## config.mk

```make
export PLATFORM = sky130hd
export DESIGN_NAME = fp_div
export DESIGN_NICKNAME = d
export VERILOG_FILES = /design/src/rtl/fp_pkg.sv /design/src/rtl/fp_div_step.sv /design/src/rtl/fp_div.sv
export SDC_FILE = /design/constraint.sdc
export NUM_CORES = 1
export LEC_CHECK = 0
export ABC_AREA = 1
export BUFFER_PORTS_ARGS = -buffer_cell sky130_fd_sc_hd__buf_2
export CAP_MARGIN = 0
export CORE_ASPECT_RATIO = 1.4
export CORE_UTILIZATION = 53
export CTS_BUF_LIST = sky130_fd_sc_hd__clkbuf_16
export DETAILED_ROUTE_END_ITERATION = 8
export GPL_ROUTABILITY_DRIVEN = 1
export PLACE_DENSITY = 0.8
export RECOVER_POWER = 100
export SYNTH_ARGS = -nofsm -noshare
export SYNTH_HDL_FRONTEND = slang
export SYNTH_HIERARCHICAL = 1
export SYNTH_SLANG_ARGS = --single-unit
```

## constraint.sdc

```tcl
create_clock -name clk -period 3.5 [get_ports clk]
set_input_delay 0.875 -clock clk [delete_from_list [all_inputs] [get_ports clk]]
set_output_delay 0.875 -clock clk [all_outputs]
set_load 0.01 [all_outputs]
```

## src/rtl/fp_pkg.sv

```systemverilog
// Shared FP helpers: width derivation, divider FSM states, IEEE field extraction.
// Helpers take operands zero-extended to 64 bits plus the format width w.
package fp_pkg;

    typedef enum logic [2:0] {IDLE, ALIGN, DIVIDE, ROUND, DONE} fsm_state_t;

    function automatic int fw_of(input int w);
        return (w == 64) ? 52 : 23;
    endfunction

    function automatic int ew_of(input int w);
        return (w == 64) ? 11 : 8;
    endfunction

    function automatic int bias_of(input int w);
        return (1 << (ew_of(w) - 1)) - 1;
    endfunction

    function automatic logic f_sign(input logic [63:0] x, input int w);
        return ((x >> (w - 1)) & 64'd1) != 64'd0;
    endfunction

    function automatic logic [10:0] f_exp(input logic [63:0] x, input int w);
        return 11'((x >> fw_of(w)) & ((64'd1 << ew_of(w)) - 64'd1));
    endfunction

    function automatic logic [51:0] f_frac(input logic [63:0] x, input int w);
        return 52'(x & ((64'd1 << fw_of(w)) - 64'd1));
    endfunction

    function automatic logic is_zero(input logic [63:0] x, input int w);
        return (f_exp(x, w) == 11'd0) && (f_frac(x, w) == 52'd0);
    endfunction

    function automatic logic is_inf(input logic [63:0] x, input int w);
        return (f_exp(x, w) == 11'((1 << ew_of(w)) - 1)) && (f_frac(x, w) == 52'd0);
    endfunction

endpackage

```

## src/rtl/fp_div_step.sv

```systemverilog
// One restoring-division iteration: conditional subtract, emit quotient bit, shift.
// Purely combinational; no flow control.
module fp_div_step #(
    parameter int RW = 25
) (
    input  logic [RW-1:0] rem,
    input  logic [RW-1:0] mb,
    output logic [RW-1:0] next_rem,
    output logic          qbit
);

    always_comb begin
        qbit     = (rem >= mb);
        next_rem = qbit ? RW'({rem - mb, 1'b0}) : RW'({rem, 1'b0});
    end

endmodule

```

## src/rtl/fp_div.sv

```systemverilog
// Iterative IEEE-754 divider y = a/b; fixed latency FW+5 cycles start->valid, specials included.
// start is only sampled while idle; busy covers the whole operation including the valid cycle.
module fp_div
    import fp_pkg::*;
#(
    parameter int W = 32
) (
    input  logic         clk,
    input  logic         reset_n,
    input  logic         start,
    input  logic [W-1:0] a,
    input  logic [W-1:0] b,
    output logic         busy,
    output logic         valid,
    output logic [W-1:0] y
);

    localparam int FW   = fw_of(W);
    localparam int EW   = ew_of(W);
    localparam int BIAS = bias_of(W);
    localparam int XW   = EW + 1;
    localparam int RW   = FW + 2;
    localparam int CW   = $clog2(FW + 2);

    fsm_state_t    state_q, state_d;
    logic [CW-1:0] cnt_q, cnt_d;
    logic          sign_q, sign_d;
    logic [XW-1:0] exp_q, exp_d;
    logic [RW-1:0] rem_q, rem_d;
    logic [FW:0]   mb_q, mb_d;
    logic [RW-1:0] q_q, q_d;
    logic          spec_q, spec_d;
    logic          spec_inf_q, spec_inf_d;
    logic          busy_q, busy_d;
    logic          valid_q, valid_d;
    logic [W-1:0]  y_q, y_d;

    logic [63:0]   a_x, b_x;
    logic [RW-1:0] step_rem, mant_r;
    logic          step_qbit;

    assign a_x = 64'(a);
    assign b_x = 64'(b);

    fp_div_step #(.RW(RW)) u_step (
        .rem      (rem_q),
        .mb       ({1'b0, mb_q}),
        .next_rem (step_rem),
        .qbit     (step_qbit)
    );

    always_comb begin
        state_d    = state_q;
        cnt_d      = cnt_q;
        sign_d     = sign_q;
        exp_d      = exp_q;
        rem_d      = rem_q;
        mb_d       = mb_q;
        q_d        = q_q;
        spec_d     = spec_q;
        spec_inf_d = spec_inf_q;
        busy_d     = busy_q;
        valid_d    = 1'b0;
        y_d        = y_q;
        // q holds {int, fraction, guard}; half-up round on the guard bit
        mant_r     = {1'b0, q_q[RW-1:1]} + RW'(q_q[0]);
        case (state_q)
            IDLE: begin
                if (start) begin
                    state_d    = ALIGN;
                    busy_d     = 1'b1;
                    sign_d     = f_sign(a_x, W) ^ f_sign(b_x, W);
                    exp_d      = XW'(f_exp(a_x, W)) - XW'(f_exp(b_x, W)) + XW'(BIAS);
                    rem_d      = {1'b0, 1'b1, FW'(f_frac(a_x, W))};
                    mb_d       = {1'b1, FW'(f_frac(b_x, W))};
                    q_d        = '0;
                    cnt_d      = '0;
                    spec_d     = is_zero(a_x, W) || is_inf(b_x, W) ||
                                 is_inf(a_x, W) || is_zero(b_x, W);
                    spec_inf_d = !is_zero(a_x, W) && !is_inf(b_x, W);
                end
            end
            ALIGN: begin
                // pre-shift so the quotient always lands in [1,2)
                if (rem_q < {1'b0, mb_q}) begin
                    rem_d = {rem_q[RW-2:0], 1'b0};
                    exp_d = exp_q - XW'(1);
                end
                state_d = DIVIDE;
            end
            DIVIDE: begin
                rem_d = step_rem;
                q_d   = {q_q[RW-2:0], step_qbit};
                cnt_d = cnt_q + CW'(1);
                if (cnt_q == CW'(RW - 1)) state_d = ROUND;
            end
            ROUND: begin
                valid_d = 1'b1;
                state_d = DONE;
                if (spec_q) y_d = {sign_q, {EW{spec_inf_q}}, {FW{1'b0}}};
                else        y_d = {sign_q, EW'(exp_q + XW'(mant_r[RW-1])), FW'(mant_r)};
            end
            DONE: begin
                state_d = IDLE;
                busy_d  = 1'b0;
            end
            default: state_d = IDLE;
        endcase
    end

    always_ff @(posedge clk) begin
        if (!reset_n) begin
            state_q    <= IDLE;
            cnt_q      <= '0;
            sign_q     <= 1'b0;
            exp_q      <= '0;
            rem_q      <= '0;
            mb_q       <= '0;
            q_q        <= '0;
            spec_q     <= 1'b0;
            spec_inf_q <= 1'b0;
            busy_q     <= 1'b0;
            valid_q    <= 1'b0;
            y_q        <= '0;
        end else begin
            state_q    <= state_d;
            cnt_q      <= cnt_d;
            sign_q     <= sign_d;
            exp_q      <= exp_d;
            rem_q      <= rem_d;
            mb_q       <= mb_d;
            q_q        <= q_d;
            spec_q     <= spec_d;
            spec_inf_q <= spec_inf_d;
            busy_q     <= busy_d;
            valid_q    <= valid_d;
            y_q        <= y_d;
        end
    end

    assign busy  = busy_q;
    assign valid = valid_q;
    assign y     = y_q;

endmodule

```

Word level (Yosys, flattened, before mapping)
Index checks and enable logic that the tools add are counted.
{"block": "word_totals", "reg_bits": 128, "latchBits": 0, "ram_bits": 0, "mem_bits_ro": 0, "input_bits": 67, "output_inout_bits": 34, "wordCells": 75, "memories": 0}
{"block": "classes", "add_sub_neg": 7, "multipliers": 0, "n_div": 0, "order_cmp": 2, "n_eq_ne": 10, "n_shift": 0, "muxes": 18, "bitwise_logic": 1, "n_reduce_logical": 25}
{"operator": "$logic_not A52 Y1", "count": 2}
{"operator": "$mux W25", "count": 4}
{"operator": "$pmux W25 S3", "count": 1}
{"operator": "$pmux W25 S2", "count": 1}
{"operator": "$mux W31", "count": 1}
{"operator": "$add A24 B1 Y25", "count": 1}
{"operator": "$ge A25 B24 Y1", "count": 1}
{"operator": "$lt A25 B24 Y1", "count": 1}
{"operator": "$sub A24 B24 Y24", "count": 1}
{"operator": "$logic_not A11 Y1", "count": 2}
{"operator": "$mux W9", "count": 2}
{"operator": "$pmux W9 S2", "count": 1}
{"operator": "$eq A8 B8 Y1 const B", "count": 2}
{"operator": "$pmux W3 S4", "count": 1}
{"operator": "$pmux W5 S2", "count": 1}
{"operator": "$add A9 B7 Y9 const B", "count": 1}
{"operator": "$sub A8 B8 Y9", "count": 1}
{"operator": "$sub A9 B1 Y9 const B", "count": 1}
{"operator": "$add A8 B1 Y8", "count": 1}
{"operator": "$reduce_and A2 Y1", "count": 4}
{"operator": "$eq A3 B2 Y1 const B", "count": 2}
{"operator": "$mux W3", "count": 2}
{"operator": "$ne A2 B2 Y1 const B", "count": 3}
{"operator": "$reduce_and A3 Y1", "count": 2}
{"operator": "other kinds (14)", "count": 24}

Logic depth before layout (Yosys ltp)
{"block": "depth", "word_depth": 5, "mapped_depth": 20, "depth_no_buf": 20}

Hierarchy
Netlist, hierarchy kept.
{"module": "fp_div", "n_inst": 1, "cells_each": 1056, "area_each_um2": 7155.6, "seq_area_each_um2": 2542.4}
{"module": "fp_div_step", "n_inst": 1, "cells_each": 491, "area_each_um2": 2371.0, "seq_area_each_um2": 0.0}

Least setup slack after synthesis
No wires, ideal clock.
{"block": "synth_timing", "path_type": "register to register", "start": "register q_q[0]", "end": "register y_q[29] (netlist: y[29])", "setup_time_ns": 0.070, "arrival_time_ns": 2.619, "t_required_ns": 3.430, "setup_slack_ns": 0.811, "stages_incl_launch_ff": 21, "path_buffers": 0, "period_less_slack_ns": 2.689, "path_cell_list": "dfxtp_1 -> ha_1 -> ha_1 -> nand2_1 -> nor2_2 -> nand2_1 -> nor2_2 -> nand2_1 -> nor2_2 -> nand2_1 -> nor3_1 -> nand3_1 -> nor2_1 -> ha_1 -> ha_1 -> nand3_1 -> nor2_1 -> nand2_1 -> a21oi_1 -> o21ai_0 -> a21oi_1"}
{"block": "synth_between", "elab_chain_len": 3}
{"element": "start, declared", "line": "fp_div.sv:31", "source": "logic [RW-1:0] q_q, q_d;"}
{"element": "start signal, assigned", "line": "fp_div.sv:132", "source": "q_q <= q_d;"}
{"element": "$add A24 B1 Y25", "line": "fp_div.sv:66", "source": "mant_r = {1'b0, q_q[RW-1:1]} + RW'(q_q[0]);"}
{"element": "$add A8 B1 Y8", "line": "fp_div.sv:101", "source": "else y_d = {sign_q, EW'(exp_q + XW'(mant_r[RW-1])), FW'(mant_r)};"}
{"element": "$mux W31", "line": "fp_div.sv:100", "source": "if (spec_q) y_d = {sign_q, {EW{spec_inf_q}}, {FW{1'b0}}};"}
{"element": "end signal, assigned", "line": "fp_div.sv:137", "source": "y_q <= y_d;"}
{"element": "end, declared", "line": "fp_div.sv:36", "source": "logic [W-1:0] y_q, y_d;"}
Every way passes these cells.
A chain may end at the register's enable or synchronous reset.

Worst setup path after layout
{"block": "layout_timing", "start": "register state_q[2]", "end": "register q_q[1]"}
{"block": "layout_between", "elab_chain_len": 3, "elab_cells_between_ends": 6, "cone_classes": "eq/ne (2); mux (1); reduce/logical (3)"}
{"element": "start, declared", "line": "fp_div.sv:25", "source": "fsm_state_t state_q, state_d;"}
{"element": "start signal, assigned", "line": "fp_div.sv:126", "source": "state_q <= state_d;"}
{"element": "$eq A3 B2 Y1 / $logic_not A3 Y1 (equally long branches)", "line": "fp_div.sv:67", "source": "case (state_q)"}
{"element": "$reduce_bool A2 Y1 (no source line) / $ne A2 B2 Y1 (equally long branches)"}
{"element": "$reduce_and A2 Y1 (no source line)"}
Several ways; a longest one is shown, not always the timed one.

==> results by group <==
STA
  • Hold Fails Final Rpt: 0
  • Slew Viols, Final: 54
  • Min cycle time layout: approximately 3100 ps
  • Slew of the pin with the lowest slew margin: between 1500 and 2000 ps
  • RSZ-0062 raised after global routing: no
  • Hold slack: 463.3 ps
  • Max Freq: between 0.3 and 0.4 GHz
  • Setup TNS: 0 ps
  • Clock Skew: 7.110 ps
  • Period utilization: 0.8964
  • Rel. slew slack: -0.1713
  • Final setup fails: 0

Worst setup path
  • Crit path required time: ~3800 ps
  • Reg-to-Reg Start: state_q[2]
  • Arr. time, crit path: 3400 ps
  • CP Class: reg -> reg
  • Startpoint Class: flop
  • CP Launch Point: state_q[2]
  • CP endpoint kind: flop
  • Crit-path max FO: 53

Floorplan
  • Die width: around 120 um
  • Initial Utilization: 0.5452
  • I/O pin cnt: a little over 100
  • Height of the chip: 160.6 um
  • Placement row count: 57
  • Core Region: approximately 17000 um^2
  • Die area: 18520 um^2

Global routing
  • First-pass GRT wire length: ~45000 um
  • Vias in the first global route: 9743
  • Largest net degree at the start of global routing: 57
  • Antenna violations before repair: 2
  • GR Overflow Total: 0
  • Gr usage total: 0.3008

Drt
  • ANT nets after route: 0
  • Via density: roughly 5.4
  • DRC: 0
  • Via count: 10190
  • Drt pass-1 iters: 5
  • Routed length per instance: 14.21 um
  • Drt first-iter violations: ~600
  • Final WL: 26610 um

Synthesis
  • Yosys synthesis warning count: 6
  • Area contributors post-synth: dfxtp_1 27%, nand2_1 18%, inv_1 9.1%
  • Sequential area share after synthesis: 0.2669
  • Syn Inst Count: ~1500
  • Synth Net Count: 1684
  • Post-synth top area share: 0.2669
  • Synth area leader: dfxtp_1
  • Seq cells post-synth: roughly 130
  • Syn avg cell area: a little over 6 um^2
  • Mapped Area: 9527 um^2
  • Yosys cell types: 45

Place
  • HPWL after DPL: between 20000 and 25000 um
  • GP Congestion: approximately 0.99
  • Dpl cells: about 1800
  • # port buffers: 100

Cells and area
  • Most common cell after layout, fill and taps aside: nand2_1
  • P&R area growth vs syn: 12.10%
  • Register area: approximately 2500 um^2
  • Final core occ: 0.6112
  • Post-Layout Cell Count: around 1900
  • Nets: 1757
  • FILL cells: 1690
  • Layout cell share with drive strength beyond 1: 0.08328
  • Multi-input logic area: about 5800 um^2
  • Most frequent cells in the layout: 447 x nand2_1, 238 x inv_1, 149 x a21oi_1, 144 x nor2_1, 127 x dfxtp_1

Clocking
  • CTS tree: yes
  • CTS Buf Count: 17
  • Clock Latency Late Sink: ~430 ps
  • Clock Path Buffers: 2
  • Reg clk slew, reported paths: 60 ps
  • Hold-fix buffers, CTS: 0
  • Root buffer cell: clkbuf_16
  • Sink Count: 127
  • Max H-tree Level: 4

Run status
  • Status: finished with violations
  • Violations in the final reports: max-capacitance violations, max-slew violations

Worst hold path
  • Worst Hold Launch: y[13]
  • Hold/Removal Path Class: reg -> reg

Flow run
  • Maxcap violations: 1

Pwr
  • Peak VDD IR: about 0.0004 V
  • Final Power: ~7 mW
  • Leak: just over 5 nW
  • Power density cells: between 600 and 700 nW/um^2
==> synthesized netlist by cell type, drive strengths merged <==
cell and number:
o21a 3, inv 242, dfxtp 127, a211oi 1
nand3b 1, o21ai 52, o21bai 1, nor4 6
or2 3, a221oi 22, nand4 55, o31ai 2
nand3 98, and3 1, buf 23, ha 68
xor2 12, o211ai 3, a22o 1, o22ai 1
a31oi 7, o221ai 1, nor3 16, xnor2 4
fa 2, nand2 450, a21o 4, clkbuf 35
nor2 154, a21oi 150, conb 2
==> power breakdown <==
part / total [mW] / internal (mW) / switching, mW
Clock: 1.72 / 0.997 / 0.726
Combinational: 3.29 / 1.12 / 2.17
Sequential: 1.80 / 1.61 / 0.187
==> worst paths after layout <==
kind         endpoint  slack (ps)  cells past startpoint
min reg2reg     y[13]         460                      2
min             y[13]         460                      2
max reg2reg    q_q[1]         360                      7
max            q_q[1]         360                      7
==> stage by stage <==
step / setup WS (ps) / instance area [um^2]
floorplan: 810.8 / 9527
global placement: 443.0 / 10140
detailed placement: 292.7 / 10140
CTS: 271.8 / 10720
global route: 31.50 / 10670
finish: 362.7 / 10680
==> cell families after synthesis <==
logic type / Yosys count / share of synthesized area
AO/OA/AOI/OAI: 248 / 0.1457
AND/OR/NAND/NOR: 784 / 0.3546
other: 2 / 0.0007883
buffers and inverters: 300 / 0.1239
XOR/XNOR: 16 / 0.01471
adder cells (fa/ha/maj): 70 / 0.09351
flip-flops: 127 / 0.2669
==> area by class of cell <==
class | count | area share
Inverter | 242 | 0.08506
Clock inverter | 15 | 0.01429
Sequential cell | 127 | 0.2381
Clock buffer | 17 | 0.03984
Antenna cell | 3 | 0.0007030
Tap cell | 236 | 0.02765
Multi-Input combinational cell | 1120 | 0.5447
Timing Repair Buffer | 112 | 0.04968
==> layer usage <==
layer,vias to the layer above,GRT usage,wire [um]
met5,-,0,0
met4,0,0.1682,1247
met3,75,0.04679,1350
met2,315,0.5422,13420
met1,4647,0.3289,10590
li1,5148,-,-
==> flip-flops by register name (all words and copies together) (netlist names) <==
name / cells
y: 32
q_q: 25
rem_q: 25
mb_q: 24
exp_q: 8
cnt_q: 5
state_q: 3
busy: 1
sign_q: 1
spec_inf_q: 1
spec_q: 1
valid: 1
==> worst max-delay path, cell delays in order, from the launching register on <==
cell,delay [ps]
dfxtp_1,340
nor2_1,250
nand2_1,230
inv_1,1300
nor2_1,110
clkbuf_2,460
nand2_1,170
a21oi_1,90
==> what timing repair did <==
| action | in CTS | in global routing |
|---|---|---|
| setup buffers | 0 | 0 |
| gates resized for setup | 0 | 8 |
| endpoints found under the setup margin | 0 | 2 |
No activity file was read; power rests on OpenSTA's default activity.
